### src/rtl/core_mem_arbiter_if.sv
// rtl/core_mem_arbiter_if.sv - bundle of L1-side and memory-side handshake signals for core_mem_arbiter
interface core_mem_arbiter_if #(
  parameter int AW = 29,
  parameter int DW = 64
) ();
  // instruction-side miss port
  logic          insn_start;
  logic [AW-1:0] insn_addr;
  logic          insn_ready;
  logic [DW-1:0] insn_data_rd;

  // data-side miss/writeback port
  logic          data_start;
  logic          data_write;
  logic [AW-1:0] data_addr;
  logic [DW-1:0] data_data_wr;
  logic [7:0]    data_byte_en;
  logic          data_ready;
  logic [DW-1:0] data_data_rd;

  // shared downstream memory bus
  logic          mem_start;
  logic          mem_write;
  logic [AW-1:0] mem_addr;
  logic [DW-1:0] mem_data_wr;
  logic [7:0]    mem_byte_en;
  logic          mem_ready;
  logic [DW-1:0] mem_data_rd;

  // arbiter view
  modport master (
    input  insn_start, insn_addr,
    input  data_start, data_write, data_addr, data_data_wr, data_byte_en,
    input  mem_ready, mem_data_rd,
    output insn_ready, insn_data_rd,
    output data_ready, data_data_rd,
    output mem_start, mem_write, mem_addr, mem_data_wr, mem_byte_en
  );

  // requester / memory model view
  modport slave (
    output insn_start, insn_addr,
    output data_start, data_write, data_addr, data_data_wr, data_byte_en,
    output mem_ready, mem_data_rd,
    input  insn_ready, insn_data_rd,
    input  data_ready, data_data_rd,
    input  mem_start, mem_write, mem_addr, mem_data_wr, mem_byte_en
  );
endinterface

### src/rtl/core_mem_arbiter.sv
// rtl/core_mem_arbiter.sv - round-robin arbiter sharing the core memory bus between L1 I and D miss ports
module core_mem_arbiter #(
  parameter int CNT_W = 32
) (
  input  logic             clk,
  input  logic             rst_n,
  core_mem_arbiter_if.master bus,
  output logic [CNT_W-1:0] cnt_insn,
  output logic [CNT_W-1:0] cnt_data_r,
  output logic [CNT_W-1:0] cnt_data_w
);

  typedef enum logic [1:0] {
    ST_IDLE = 2'd0,
    ST_INSN = 2'd1,
    ST_DATA = 2'd2
  } state_t;

  state_t r_state;
  state_t w_next_state;
  // 1 = data side owned the bus last, 0 = instruction side
  logic   r_last_data;
  logic   w_grant_insn;
  logic   w_grant_data;
  logic   w_done;

  // Next-state decision: ties in IDLE go to the side not served last
  always_comb begin
    w_next_state = r_state;
    w_grant_insn = 1'b0;
    w_grant_data = 1'b0;
    w_done       = 1'b0;
    case (r_state)
      ST_IDLE: begin
        if (bus.insn_start && bus.data_start) begin
          if (r_last_data) begin
            w_grant_insn = 1'b1;
          end else begin
            w_grant_data = 1'b1;
          end
        end else if (bus.insn_start) begin
          w_grant_insn = 1'b1;
        end else if (bus.data_start) begin
          w_grant_data = 1'b1;
        end
        if (w_grant_insn) begin
          w_next_state = ST_INSN;
        end else if (w_grant_data) begin
          w_next_state = ST_DATA;
        end
      end
      ST_INSN, ST_DATA: begin
        if (bus.mem_ready) begin
          w_done       = 1'b1;
          w_next_state = ST_IDLE;
        end
      end
      default: w_next_state = ST_IDLE;
    endcase
  end

  // State and round-robin history
  always_ff @(posedge clk or negedge rst_n) begin
    if (!rst_n) begin
      r_state     <= ST_IDLE;
      r_last_data <= 1'b1;
    end else begin
      r_state <= w_next_state;
      if (w_done) begin
        r_last_data <= (r_state == ST_DATA);
      end
    end
  end

  // Latch the winner's request on grant; held untouched until completion
  always_ff @(posedge clk or negedge rst_n) begin
    if (!rst_n) begin
      bus.mem_write   <= 1'b0;
      bus.mem_addr    <= '0;
      bus.mem_data_wr <= '0;
      bus.mem_byte_en <= 8'h00;
    end else if (w_grant_insn) begin
      bus.mem_write   <= 1'b0;
      bus.mem_addr    <= bus.insn_addr;
      bus.mem_data_wr <= bus.data_data_wr;
      bus.mem_byte_en <= 8'hFF;
    end else if (w_grant_data) begin
      bus.mem_write   <= bus.data_write;
      bus.mem_addr    <= bus.data_addr;
      bus.mem_data_wr <= bus.data_data_wr;
      bus.mem_byte_en <= bus.data_byte_en;
    end
  end

  // Per-port completion counters, wrapping silently
  always_ff @(posedge clk or negedge rst_n) begin
    if (!rst_n) begin
      cnt_insn   <= '0;
      cnt_data_r <= '0;
      cnt_data_w <= '0;
    end else if (w_done) begin
      if (r_state == ST_INSN) begin
        cnt_insn <= cnt_insn + CNT_W'(1);
      end else if (bus.mem_write) begin
        cnt_data_w <= cnt_data_w + CNT_W'(1);
      end else begin
        cnt_data_r <= cnt_data_r + CNT_W'(1);
      end
    end
  end

  // Request is asserted for as long as a port owns the bus; a reset drops it at once
  assign bus.mem_start    = (r_state != ST_IDLE);

  // Completion is routed to the owner only; stray mem_ready in IDLE falls through
  assign bus.insn_ready   = bus.mem_ready && (r_state == ST_INSN);
  assign bus.data_ready   = bus.mem_ready && (r_state == ST_DATA);
  assign bus.insn_data_rd = bus.mem_data_rd;
  assign bus.data_data_rd = bus.mem_data_rd;

endmodule
### src/flat_wrapper.sv
// flat-port wrapper written by rule: the top's interface ports become plain ports
module core_mem_arbiter_flat 
#(
  parameter int CNT_W = 32
)
  (clk, rst_n, cnt_insn, cnt_data_r, cnt_data_w, bus_insn_start, bus_insn_addr, bus_data_start, bus_data_write, bus_data_addr, bus_data_data_wr, bus_data_byte_en, bus_mem_ready, bus_mem_data_rd, bus_insn_ready, bus_insn_data_rd, bus_data_ready, bus_data_data_rd, bus_mem_start, bus_mem_write, bus_mem_addr, bus_mem_data_wr, bus_mem_byte_en);
  core_mem_arbiter_if bus_i ();
  input  logic clk;
  input  logic rst_n;
  output logic [CNT_W-1:0] cnt_insn;
  output logic [CNT_W-1:0] cnt_data_r;
  output logic [CNT_W-1:0] cnt_data_w;
  input wire logic [$bits(bus_i.insn_start)-1:0] bus_insn_start;
  input wire logic [$bits(bus_i.insn_addr)-1:0] bus_insn_addr;
  input wire logic [$bits(bus_i.data_start)-1:0] bus_data_start;
  input wire logic [$bits(bus_i.data_write)-1:0] bus_data_write;
  input wire logic [$bits(bus_i.data_addr)-1:0] bus_data_addr;
  input wire logic [$bits(bus_i.data_data_wr)-1:0] bus_data_data_wr;
  input wire logic [$bits(bus_i.data_byte_en)-1:0] bus_data_byte_en;
  input wire logic [$bits(bus_i.mem_ready)-1:0] bus_mem_ready;
  input wire logic [$bits(bus_i.mem_data_rd)-1:0] bus_mem_data_rd;
  output wire logic [$bits(bus_i.insn_ready)-1:0] bus_insn_ready;
  output wire logic [$bits(bus_i.insn_data_rd)-1:0] bus_insn_data_rd;
  output wire logic [$bits(bus_i.data_ready)-1:0] bus_data_ready;
  output wire logic [$bits(bus_i.data_data_rd)-1:0] bus_data_data_rd;
  output wire logic [$bits(bus_i.mem_start)-1:0] bus_mem_start;
  output wire logic [$bits(bus_i.mem_write)-1:0] bus_mem_write;
  output wire logic [$bits(bus_i.mem_addr)-1:0] bus_mem_addr;
  output wire logic [$bits(bus_i.mem_data_wr)-1:0] bus_mem_data_wr;
  output wire logic [$bits(bus_i.mem_byte_en)-1:0] bus_mem_byte_en;
  assign bus_i.insn_start = bus_insn_start;
  assign bus_i.insn_addr = bus_insn_addr;
  assign bus_i.data_start = bus_data_start;
  assign bus_i.data_write = bus_data_write;
  assign bus_i.data_addr = bus_data_addr;
  assign bus_i.data_data_wr = bus_data_data_wr;
  assign bus_i.data_byte_en = bus_data_byte_en;
  assign bus_i.mem_ready = bus_mem_ready;
  assign bus_i.mem_data_rd = bus_mem_data_rd;
  assign bus_insn_ready = bus_i.insn_ready;
  assign bus_insn_data_rd = bus_i.insn_data_rd;
  assign bus_data_ready = bus_i.data_ready;
  assign bus_data_data_rd = bus_i.data_data_rd;
  assign bus_mem_start = bus_i.mem_start;
  assign bus_mem_write = bus_i.mem_write;
  assign bus_mem_addr = bus_i.mem_addr;
  assign bus_mem_data_wr = bus_i.mem_data_wr;
  assign bus_mem_byte_en = bus_i.mem_byte_en;
  core_mem_arbiter #(.CNT_W(CNT_W)) u_core (.clk(clk), .rst_n(rst_n), .bus(bus_i), .cnt_insn(cnt_insn), .cnt_data_r(cnt_data_r), .cnt_data_w(cnt_data_w));
endmodule
### config.mk
export PLATFORM = sky130hd
export DESIGN_NAME = core_mem_arbiter_flat
export DESIGN_NICKNAME = d
export VERILOG_FILES = /design/src/rtl/core_mem_arbiter_if.sv /design/src/rtl/core_mem_arbiter.sv /design/src/flat_wrapper.sv
export SDC_FILE = /design/constraint.sdc
export NUM_CORES = 1
export LEC_CHECK = 0
export BUFFER_PORTS_ARGS = -buffer_cell sky130_fd_sc_hd__buf_2
export CORE_AREA = 2 2 205 207
export CTS_CLUSTER_SIZE = 28
export DETAILED_ROUTE_END_ITERATION = 12
export DIE_AREA = 0 0 207 209
export PLACE_DENSITY = 0.48
export SLEW_MARGIN = 20
export SYNTH_ARGS = -nofsm -noshare
export SYNTH_HDL_FRONTEND = slang
export SYNTH_SLANG_ARGS = --single-unit
### constraint.sdc
create_clock -name clk -period 2.2 [get_ports clk]
set_input_delay 0.55 -clock clk [delete_from_list [all_inputs] [get_ports clk]]
set_output_delay 0.55 -clock clk [all_outputs]
set_load 0.03 [all_outputs]
==> reports/qor.yml <==
outcome:
  outcome: "finished, final reports clean"
critical_path:
  r2r_setup_slack_ns: 0.15
  criticalPathCategory: "flip-flop to output pin"
  crit_arrival_ns: 1.58
  critPathMaxFanout: 3
  r2r_end: "u_core.cnt_data_w[10]$_DFFE_PN0P_"
  critPathLaunchType: "flip-flop"
  worst_setup_path_end_kind: "output pin"
  r2r_cells: 7
  cp.required_ns: 1.65
  r2r-start: "u_core.r_state[0]$_DFFE_PN0P_"
pwr:
  report.power.total_mw: 15.9
  cellPowerDensity_mw_per_mm2: 1320
  leakagePower_nw: 6.17
  peakVddDrop_mv: 0.715
global_route:
  grt_max_degree: 59
  grt_pass1_vias: 7513
  antenna_found_initial: 3
  grt_pass1_wl_mm: 44.3
  grt_use_total: 0.129
  overflow: 0
clock_network:
  cts_hold_buf: 0
  clock_path_buffers: 3
  insertion_delay_ns: 0.52
  cts.sinks: 201
  h-tree-depth: 1
  cts_made_buffers: 25
  clk_pin_slew_worst_paths_ns: 0.06
  cts_tree: "yes"
  cts_root_buf: "clkbuf_16"
  post_cts_buffers: 0
layout:
  syn_to_final_growth_pct: 25.6
  drive_above_1_share: 0.356
  nets: 1420
floorplan:
  dieArea_mm2: 0.0433
  io_pins: 529
  initial_core_util: 0.232
  die-height_um: 209
  die_x_um: 207
  design.core.area_mm2: 0.0413
  core.rowCount: 75
worst_hold_path:
  hp-class: "input port to asynchronous set/reset pin"
routing:
  viasPerCell: 4.24
  wirelength_mm: 29.3
  routedWlPerCell_um: 16.5
  drc_errors: 0
  drtIter0Drc: 420
  drt-pass1-iter-count: 5
  via_count: 7526
  ant_nets: 0
yosys:
  synth.top_cells.by_area: "dfrtp_1 52%, buf_4 10%, nand2_1 10%"
  synth_edf_count: 0
  async_flop_share: 1.00
  ys_warn_count: 0
  ys_seq_elements: 201
  synth_cell_types: 42
  yosysSeqAreaShare: 0.526
  synth_area_leader_cell: "dfrtp_1"
  ys_dominant_reg_cell: "dfrtp_1"
  yosysTopAreaCellShare: 0.523
  yosysMostFrequentCell: "nand2_1"
  synthTopCellsByCount: "255 x nand2_1, 200 x dfrtp_1, 128 x buf_4"
  synth_area_per_cell_um2: 9.72
  synth_area_mm2: 0.00957
  synthCells: 985
  syn-num-nets: 1191
placed_design:
  pre_cts_ws_ns: 0.114
  dp_hpwl_mm: 21.2
  portBuffers: 336
  place_congestion: 0.758
run:
  drv_cap: 0
sta:
  timing.final.ws_setup_ns: 0.0655
  skew_ns: 0.00861
  relSlewSlack: 0.406
  tightest_slew_ns: 0.890
  post-route-min-period_ns: 2.13
  drv_slew: 0
  hold_viol: 0
  rsz0062_at_grt: "true"
  period_share: 0.970
  max_freq_mhz: 468
  setup_viol: 0
## state kept, by name, summed over array words and instances (netlist names)
name,cells
u_core.cnt_data_r,32
u_core.bus.mem_write,1
u_core.bus.mem_addr,29
u_core.r_state,2
u_core.bus.mem_byte_en,8
u_core.cnt_insn,32
u_core.r_last_data,1
u_core.cnt_data_w,32
u_core.bus.mem_data_wr,64
## cells in the final DEF (no fill, tap or decap), types with 3 or more instances in the layout
master,n
o22a_1,8
clkinv_2,6
nand3_1,36
inv_1,12
buf_12,6
clkbuf_1,7
clkbuf_8,5
xor2_1,23
o21ai_0,33
nor3_1,9
nand2_1,255
dfrtp_1,200
buf_4,23
nor2_1,44
and3_1,14
buf_2,333
diode_2,3
a21oi_1,29
nand4_1,36
and4_1,4
mux2_2,3
xnor2_1,70
nor4_2,11
clkbuf_16,25
ha_1,4
## critical path, stage by stage (launching register included)
cell	delay, ns
dfrtp_1	0.40
inv_1	0.08
ha_1	0.23
and2_1	0.17
buf_2	0.17
## how the worst max path moves through the flow
stage / startpoint / to / slack, ns
final: u_core.r_state[0]$_DFFE_PN0P_ / bus_data_ready / 0.07
after global routing: u_core.r_state[0]$_DFFE_PN0P_ / bus_data_ready / -0.02
after global placement: u_core.r_state[0]$_DFFE_PN0P_ / u_core.cnt_data_w[21]$_DFFE_PN0P_ / 0.16
after detailed placement: u_core.r_state[0]$_DFFE_PN0P_ / u_core.cnt_data_w[21]$_DFFE_PN0P_ / 0.11
after CTS: u_core.r_state[1]$_DFFE_PN0P_ / bus_insn_ready / 0.006
after floorplan: u_core.r_state[0]$_DFFE_PN0P_ / u_core.cnt_data_r[29]$_DFFE_PN0P_ / 0.31
## area by class of cell
cell class	count	area [um^2]
clock inverters	8	90.1
clock buffers	36	707
repair buffers	364	1980
fillers	4452	29300
flip-flops and latches	201	5030
inverters	14	55.1
multi-input cells	608	3480
well taps	539	674
diodes	3	7.51
## what timing repair did
item	4_1_cts	5_1_grt
gates cloned	0	0
resized for setup	8	6
endpoints found under the setup margin	2	22
## logic make-up after synthesis
| group | after synthesis | share of synthesized area |
|---|---|---|
| AOI/OAI and AO/OA | 73 | 0.0417 |
| and+or+nand+nor | 433 | 0.216 |
| muxes | 3 | 0.00353 |
| adders and majority gates | 6 | 0.00784 |
| xor gates and xnor gates | 93 | 0.0851 |
| DFF | 201 | 0.526 |
| buffers and inverters | 176 | 0.120 |
## through the flow
step	hold slack, ns	util	area (um^2)	TNS [ns]	std cells
after floorplan	0.254	-	9570	0	985
final	0.00455	0.291	12000	0	1773
after global placement	0.452	0.270	11200	0	1726
after global routing	0.0378	0.291	12000	-0.0199	1772
after detailed placement	0.457	0.270	11200	0	1726
after CTS	0.0179	0.290	12000	0	1770
## metal layers
| layer | routed length, um | track usage | vias up |
|---|---|---|---|
| met5 | 63 | 0.0111 | - |
| met4 | 880 | 0.0512 | 2 |
| met3 | 2500 | 0.0433 | 64 |
| met2 | 13100 | 0.192 | 292 |
| met1 | 12700 | 0.170 | 3604 |
| li1 | - | - | 3564 |
## report_power, final
part	switching [mW]	total, mW	internal (mW)	leakage (nW)
Sequential	0.654	5.42	4.77	2.57
Combinational	4.58	6.43	1.85	3.20
Clock	1.61	4.06	2.45	0.397
Total	6.85	15.9	9.07	6.17
Power figures use the tool's default switching activity.
